===== src/rtl/regfile_scrub.sv =====
// rtl/regfile_scrub.sv - register file with two read ports, one write port and a clear-all scrubber
//
// Purpose: DEPTH x DATA_W register file. One write port, two independent
// registered read ports with write-first bypass, and a scrub FSM that walks
// every entry writing zero after a clr request. While scrubbing, writes and
// reads are discarded; discarded writes pulse write_drop.
//
// Optional feature: define REGFILE_ZERO_REG_EN to hardwire entry 0 to zero.
//
// Ports:
//   clk                    clock, rising edge
//   rst                    asynchronous active-low reset
//   write_en/add/data      write request
//   read_en1/2, read_add1/2 read requests
//   clr                    start a scrub of all entries
//   read_data1/2           registered read data (held when no read)
//   read_valid1/2          one-cycle read valid pulse
//   busy                   scrub in progress
//   write_drop             one-cycle pulse after a discarded write
module regfile_scrub #(
  parameter int DATA_W = 8,
  parameter int ADDR_W = 3
) (
  input  logic              clk,
  input  logic              rst,
  input  logic              write_en,
  input  logic [ADDR_W-1:0] write_add,
  input  logic [DATA_W-1:0] write_data,
  input  logic              read_en1,
  input  logic              read_en2,
  input  logic [ADDR_W-1:0] read_add1,
  input  logic [ADDR_W-1:0] read_add2,
  input  logic              clr,
  output logic [DATA_W-1:0] read_data1,
  output logic [DATA_W-1:0] read_data2,
  output logic              read_valid1,
  output logic              read_valid2,
  output logic              busy,
  output logic              write_drop
);

  localparam int DEPTH = 2 ** ADDR_W;

  typedef enum logic {IDLE, SCRUB} state_e;

  state_e            state_q, state_d;
  logic [ADDR_W-1:0] cnt_q, cnt_d;
  logic [DATA_W-1:0] mem_q [DEPTH];
  logic [DATA_W-1:0] rdata1_q, rdata1_d, rdata2_q, rdata2_d;
  logic              rvalid1_q, rvalid1_d, rvalid2_q, rvalid2_d;
  logic              drop_q, drop_d;

  logic              busy_w;
  logic              wr_ok;
  logic              byp1, byp2;
  logic              mem_we;
  logic [ADDR_W-1:0] mem_wa;
  logic [DATA_W-1:0] mem_wd;

  assign busy_w = (state_q == SCRUB);
  // A user write commits only when idle and not colliding with a clr request.
  assign wr_ok  = write_en & ~busy_w & ~clr;

`ifdef REGFILE_ZERO_REG_EN
  // Entry 0 is constant zero, so forwarding a write to it would be wrong.
  assign byp1 = wr_ok && (write_add == read_add1) && (read_add1 != '0);
  assign byp2 = wr_ok && (write_add == read_add2) && (read_add2 != '0);
`else
  assign byp1 = wr_ok && (write_add == read_add1);
  assign byp2 = wr_ok && (write_add == read_add2);
`endif

  // Scrub FSM: clr in IDLE starts a walk from entry 0; the last entry ends it.
  always_comb begin
    state_d = state_q;
    cnt_d   = cnt_q;
    case (state_q)
      IDLE: begin
        if (clr) begin
          state_d = SCRUB;
          cnt_d   = '0;
        end
      end
      SCRUB: begin
        cnt_d = cnt_q + 1'b1;
        if (cnt_q == '1) begin
          state_d = IDLE;
        end
      end
      default: state_d = IDLE;
    endcase
  end

  // Single physical write port shared by the scrubber and user writes.
  always_comb begin
    mem_we = 1'b0;
    mem_wa = write_add;
    mem_wd = write_data;
    if (busy_w) begin
      mem_we = 1'b1;
      mem_wa = cnt_q;
      mem_wd = '0;
    end else if (wr_ok) begin
      mem_we = 1'b1;
    end
`ifdef REGFILE_ZERO_REG_EN
    if (mem_wa == '0) begin
      mem_we = 1'b0;
    end
`endif
  end

  always_comb begin
    rdata1_d  = rdata1_q;
    rdata2_d  = rdata2_q;
    rvalid1_d = 1'b0;
    rvalid2_d = 1'b0;
    if (read_en1 && !busy_w) begin
      rvalid1_d = 1'b1;
      rdata1_d  = byp1 ? write_data : mem_q[read_add1];
    end
    if (read_en2 && !busy_w) begin
      rvalid2_d = 1'b1;
      rdata2_d  = byp2 ? write_data : mem_q[read_add2];
    end
    drop_d = write_en & (busy_w | clr);
  end

  always_ff @(posedge clk or negedge rst) begin
    if (!rst) begin
      state_q   <= IDLE;
      cnt_q     <= '0;
      rdata1_q  <= '0;
      rdata2_q  <= '0;
      rvalid1_q <= 1'b0;
      rvalid2_q <= 1'b0;
      drop_q    <= 1'b0;
      for (int i = 0; i < DEPTH; i++) begin
        mem_q[i] <= '0;
      end
    end else begin
      state_q   <= state_d;
      cnt_q     <= cnt_d;
      rdata1_q  <= rdata1_d;
      rdata2_q  <= rdata2_d;
      rvalid1_q <= rvalid1_d;
      rvalid2_q <= rvalid2_d;
      drop_q    <= drop_d;
      if (mem_we) begin
        mem_q[mem_wa] <= mem_wd;
      end
    end
  end

  assign read_data1  = rdata1_q;
  assign read_data2  = rdata2_q;
  assign read_valid1 = rvalid1_q;
  assign read_valid2 = rvalid2_q;
  assign busy        = busy_w;
  assign write_drop  = drop_q;

endmodule


===== config.mk =====
export PLATFORM = sky130hd
export DESIGN_NAME = regfile_scrub
export DESIGN_NICKNAME = d
export VERILOG_FILES = /design/src/rtl/regfile_scrub.sv
export SDC_FILE = /design/constraint.sdc
export NUM_CORES = 1
export LEC_CHECK = 0
export ABC_CLOCK_PERIOD_IN_PS = 4250
export CAP_MARGIN = 10
export CORE_MARGIN = 1.5
export CORE_UTILIZATION = 56
export CTS_CLUSTER_DIAMETER = 40
export DETAILED_ROUTE_END_ITERATION = 10
export PLACE_DENSITY = 0.78
export SKIP_CTS_REPAIR_TIMING = 1
export SYNTH_ARGS = -nofsm -noshare
export SYNTH_HDL_FRONTEND = slang
export SYNTH_SLANG_ARGS = --single-unit

===== constraint.sdc =====
create_clock -name clk -period 4.25 [get_ports clk]
set_input_delay 1.0625 -clock clk [delete_from_list [all_inputs] [get_ports clk]]
set_output_delay 1.0625 -clock clk [all_outputs]
set_load 0.01 [all_outputs]

Word level (Yosys, flattened, before mapping)
Index checks and enable logic that the tools add are counted.
{ "classes": {"addsub": 1, "n_lt_le_gt_ge": 4, "n_eq_ne": 4, "n_mux": 22, "bitwise_logic": 9, "reduce_logical": 6} }
{ "op_table": {"columns": ["cell", "n"], "rows": [
  ["64-bit bitwise mux", 1],
  ["8-bit 2-to-1 mux", 8],
  ["8-bit binary-select mux with 3-bit select", 2],
  ["8-bit demux with 3-bit select", 1],
  ["4-bit >= comparator (second input constant)", 3],
  ["3-bit inverter with 4-bit output", 3],
  ["3-bit == test", 2],
  ["1-bit 2-to-1 mux", 6],
  ["3-bit 2-to-1 mux", 2],
  ["3-bit case mux with 2 select lines", 1],
  ["1-bit logical AND", 5],
  ["4-bit by 1-bit < comparator with 1-bit output (second input constant)", 1],
  ["3-bit by 1-bit adder with 3-bit output (second input constant)", 1],
  ["1-bit AND", 3],
  ["3-bit == test (second input constant)", 1],
  ["2-bit != test (second input constant)", 1],
  ["1-bit inverter", 2],
  ["1-bit case mux with 2 select lines", 1],
  ["1-bit zero test", 1],
  ["1-bit bitwise OR", 1]
]} }
{ "word_totals": {"reg_bits": 87, "inputBits": 23, "out_inout_bits": 20, "elab_cells": 61} }

Depth between registers and ports, before layout
{ "logic_depth": {"word_depth": 7, "ltp_mapped": 6} }

Worst setup path before layout
Ideal clock, no wire load.
{ "synth_path": {"path_kind": "input port to flip-flop", "from": "in read_add1[0]", "to": "reg rdata1_q[3], in the netlist read_data1[3]", "setup_ps": 123, "arrival_ps": 2164, "required_ps": 4127, "setup_slack_ps": 1963, "cell_stages": 6, "path_cell_list": "buf_6 buf_8 mux4_2 mux2i_1 nand2_1 o221a_2"} }
{ "synth_between": {"elab_chain_cells": 5} }
{ "synth_rtl": {"columns": ["item", "line", "rtl"], "rows": [
  ["from (decl)", "31", "input logic [ADDR_W-1:0] read_add1,"],
  ["3-bit inverter with 4-bit output (not written as such)", "120", "rdata1_d = byp1 ? write_data : mem_q[read_add1];"],
  ["8-bit binary-select mux with 3-bit select", "120", null],
  ["8-bit 2-to-1 mux (not written as such) (2 in series)", "120", null],
  ["8-bit 2-to-1 mux (*)", "120", null],
  ["to (signal assigned)", "144", "rdata1_q <= rdata1_d;"],
  ["to (decl)", "49", "logic [DATA_W-1:0] rdata1_q, rdata1_d, rdata2_q, rdata2_d;"]
]} }
Mark *: on every way between the ends. The rest lies on a longest branch, timed or not. The select of a mux whose other input is x is not followed.
A chain may end at the register's enable or synchronous reset.

Final worst setup path
{ "layout_path": {"from": "reg state_q, in the netlist busy", "to": "out busy"} }
{ "layout_rtl": {"columns": ["item", "line", "rtl"], "rows": [
  ["from (decl)", "46", "state_e state_q, state_d;"],
  ["from (signal assigned)", "142", "state_q <= state_d;"],
  ["to (decl)", "38", "output logic busy,"]
]} }
No word-level cell between the ends.

==> impl_metrics.py <==
metrics = {
    "status": {
        "status": "finished, final reports clean",
    },
    "setup_path": {
        "slowest_delay_ns": 0.99,
        "rr_worst_depth": 4,
        "r2r_slack_ns": 1.61,
        "timing.rr.end": "mem_q[53]$_DFFE_PN0P_",
        "worstSetupPathType": "flip-flop to primary output",
        "end_kind": "primary output",
        "crit_chain": "clkdlybuf4s50_1",
        "cp-start-kind": "flip-flop",
        "cp_slowest_cell": "dfrtp_1",
        "cp.depth": 1,
        "path_buf_inv": 1,
        "crit-reg2reg-launch": "busy$_DFF_PN0_",
        "cpLargestDelayFamily": "flip-flops",
        "crit_required_ns": 3.19,
        "crit_fanout": 23,
        "arrival_ns": 2.05,
    },
    "synthesis": {
        "synth_fa_ha_area_frac": 0.005426,
        "synth_seq_cells": 87,
        "mappedNetlistNets": 336,
        "syn_inst": 311,
        "synth_compound_area_frac": 0.06158,
        "post_synth_and_or_nand_nor_area_fraction": 0.06158,
        "synth_seq_area_share": 0.4721,
        "ys_warn_count": 0,
        "synth_xor_area_frac": 0.01139,
        "syn-cell-area_sq_mm": 0.004612,
        "synth_top_family_by_area": "multiplexers",
        "synth_edf_count": 0,
        "synth.distinct_cells": 43,
        "syn_area_per_cell_sq_um": 14.83,
        "synthArstFlopShare": 1.000,
        "ys.flop_type": "dfrtp_1",
        "synth_mux_area_frac": 0.3543,
    },
    "final_layout": {
        "layout-drive-gt1-share": 0.3425,
        "utilization": 0.6798,
        "final_nets": 382,
        "final_cell_area_sq_mm": 0.005335,
        "mostFrequentLayoutCells": "dfrtp_1, mux2_2, clkdlybuf4s50_1",
        "layout_commonest_cell": "dfrtp_1",
        "syn_to_final_growth_pct": 15.68,
        "n_antenna_cell": 0,
    },
    "place": {
        "globalplace.congestion": 0.7974,
        "port_buffers": 42,
        "post_dp_cell_area_sq_mm": 0.005104,
        "hpwl_um": 6889,
    },
    "grt": {
        "grt_pass1_vias": 3101,
        "antenna_found_initial": 0,
        "grt_usage": 0.2644,
        "use_met3": 0.05097,
        "overflow": 0,
        "busiest_layer": "met2",
        "grt_start_max_net_pins": 88,
        "grt_first_pass_wirelength_um": 16720,
        "grt_use_met1": 0.3509,
        "grtUsageMet2": 0.4312,
    },
    "cts": {
        "htree_num_levels": 3,
        "cts_buffers": 9,
        "cts_buffer_depth": 2,
        "cts_root_buffer": "clkbuf_8",
        "cts_tree": "built",
        "clk_latency_ns": 0.36,
        "path_clk_slew_ns": 0.09,
        "clock-sinks": 87,
    },
    "drt": {
        "drc": 0,
        "drtIter0Drc": 192,
        "num_vias": 2920,
        "finalWirelength_um": 10500,
        "wire_per_inst_um": 22.63,
        "drt-pass1-iter-count": 4,
        "viasPerCell": 6.293,
        "ant_nets": 0,
    },
    "hold_path": {
        "holdPathStages": 2,
        "hold_path.class": "flip-flop to flip-flop",
        "hp-start": "read_data2[0]$_DFFE_PN0P_",
        "hold_path_end": "read_data2[0]$_DFFE_PN0P_",
    },
    "sta": {
        "hold_slack_ns": 0.5056,
        "finalCritPeriodShare": 0.7323,
        "period_minus_slack_ns": 3.112,
        "setup_viol": 0,
        "slew_violations": 0,
        "finalSetupTns_ns": 0,
        "rsz0062_at_grt": "false",
        "worst_slew_pin_slew_ns": 1.081,
        "fin_skew_ns": 0.008990,
        "fmax_mhz": 321.3,
        "hold_viol_final": 0,
        "slew_headroom": 0.2794,
    },
    "power_and_ir_drop": {
        "power.density_mw_per_mm2": 666.2,
        "ir_drop_mv": 0.2784,
        "p_leak_uw": 0.002397,
    },
    "floorplanning": {
        "rows": 32,
        "die_h_um": 93.75,
        "fp.coreArea_sq_mm": 0.007848,
        "dieArea_sq_mm": 0.008789,
        "io_pins": 43,
        "start_util": 0.5877,
        "die_w_um": 93.75,
    },
    "run": {
        "drv_cap": 0,
    },
}
[through the flow]
| stage | std cells | power (uW) | setup WS, ns |
|---|---|---|---|
| 5_1_grt | 464 | 3736 | 1.083 |
| 4_1_cts | 464 | 3563 | 1.144 |
| 6_report | 464 | 3554 | 1.138 |
| 3_5_place_dp | 448 | 2907 | 0.9732 |
| 2_1_floorplan | 311 | 2399 | 1.963 |
| 3_3_place_gp | 448 | 2857 | 0.9977 |
[final cells by class]
type	instances	area [sq um]
fillers	573	2512
multi-input cells	199	2280
flip-flops and latches	87	2177
repair buffers	51	485.5
clock buffers	12	155.1
well taps	102	127.6
clock inverters	4	76.32
inverters	9	33.78
[layer usage]
| metal | vias to the layer above | wire length [um] | part of all wire |
|---|---|---|---|
| li1 | 1279 | - | - |
| met1 | 1515 | 4637 | 0.44 |
| met2 | 95 | 4953 | 0.47 |
| met3 | 31 | 545 | 0.052 |
| met4 | 0 | 364 | 0.035 |
| met5 | - | 0 | 0 |
[logic make-up after synthesis]
family	after synthesis
AOI/OAI and AO/OA	29
xor gates and xnor gates	6
adders and majority gates	2
buffers and inverters	25
DFF	87
muxes	112
and+or+nand+nor	50
[report_power, final]
part	switching [uW]	internal (uW)
registers	273	1150
logic	625	847
clock network	291	366
total	1190	2370
[registers in the layout (all words and copies together), names as in the netlist]
register / count
busy: 1
cnt_q: 3
mem_q: 64
read_data1: 8
read_data2: 8
read_valid1: 1
read_valid2: 1
write_drop: 1
[synthesized netlist by cell type, drive strengths merged, types with 2 or more instances]
master / n / area [sq um]
ha: 2 / 25.02
nand2b: 4 / 25.02
a21oi: 2 / 21.27
o211ai: 2 / 15.01
buf: 15 / 117.6
mux4: 32 / 720.7
mux2i: 14 / 140.1
mux2: 66 / 773.2
a22o: 3 / 26.28
nor2b: 8 / 50.05
a41oi: 2 / 17.52
o221ai: 3 / 26.28
o221a: 11 / 123.9
nor2: 9 / 53.80
inv: 8 / 30.03
xnor2: 6 / 52.55
nand2: 22 / 87.58
dfrtp: 87 / 2177
[worst max-delay path by stage]
stage                                           end  slack [ns]            from
after floorplan           read_data1[3]$_DFFE_PN0P_        1.96    read_add1[0]
after global placement    read_data1[6]$_DFFE_PN0P_         1.0    read_add1[0]
after detailed placement  read_data1[6]$_DFFE_PN0P_        0.97    read_add1[0]
after CTS                                      busy        1.14  busy$_DFF_PN0_
after global routing                           busy        1.08  busy$_DFF_PN0_
final                                          busy        1.14  busy$_DFF_PN0_
Note: power is estimated with default switching activity, not from simulation.
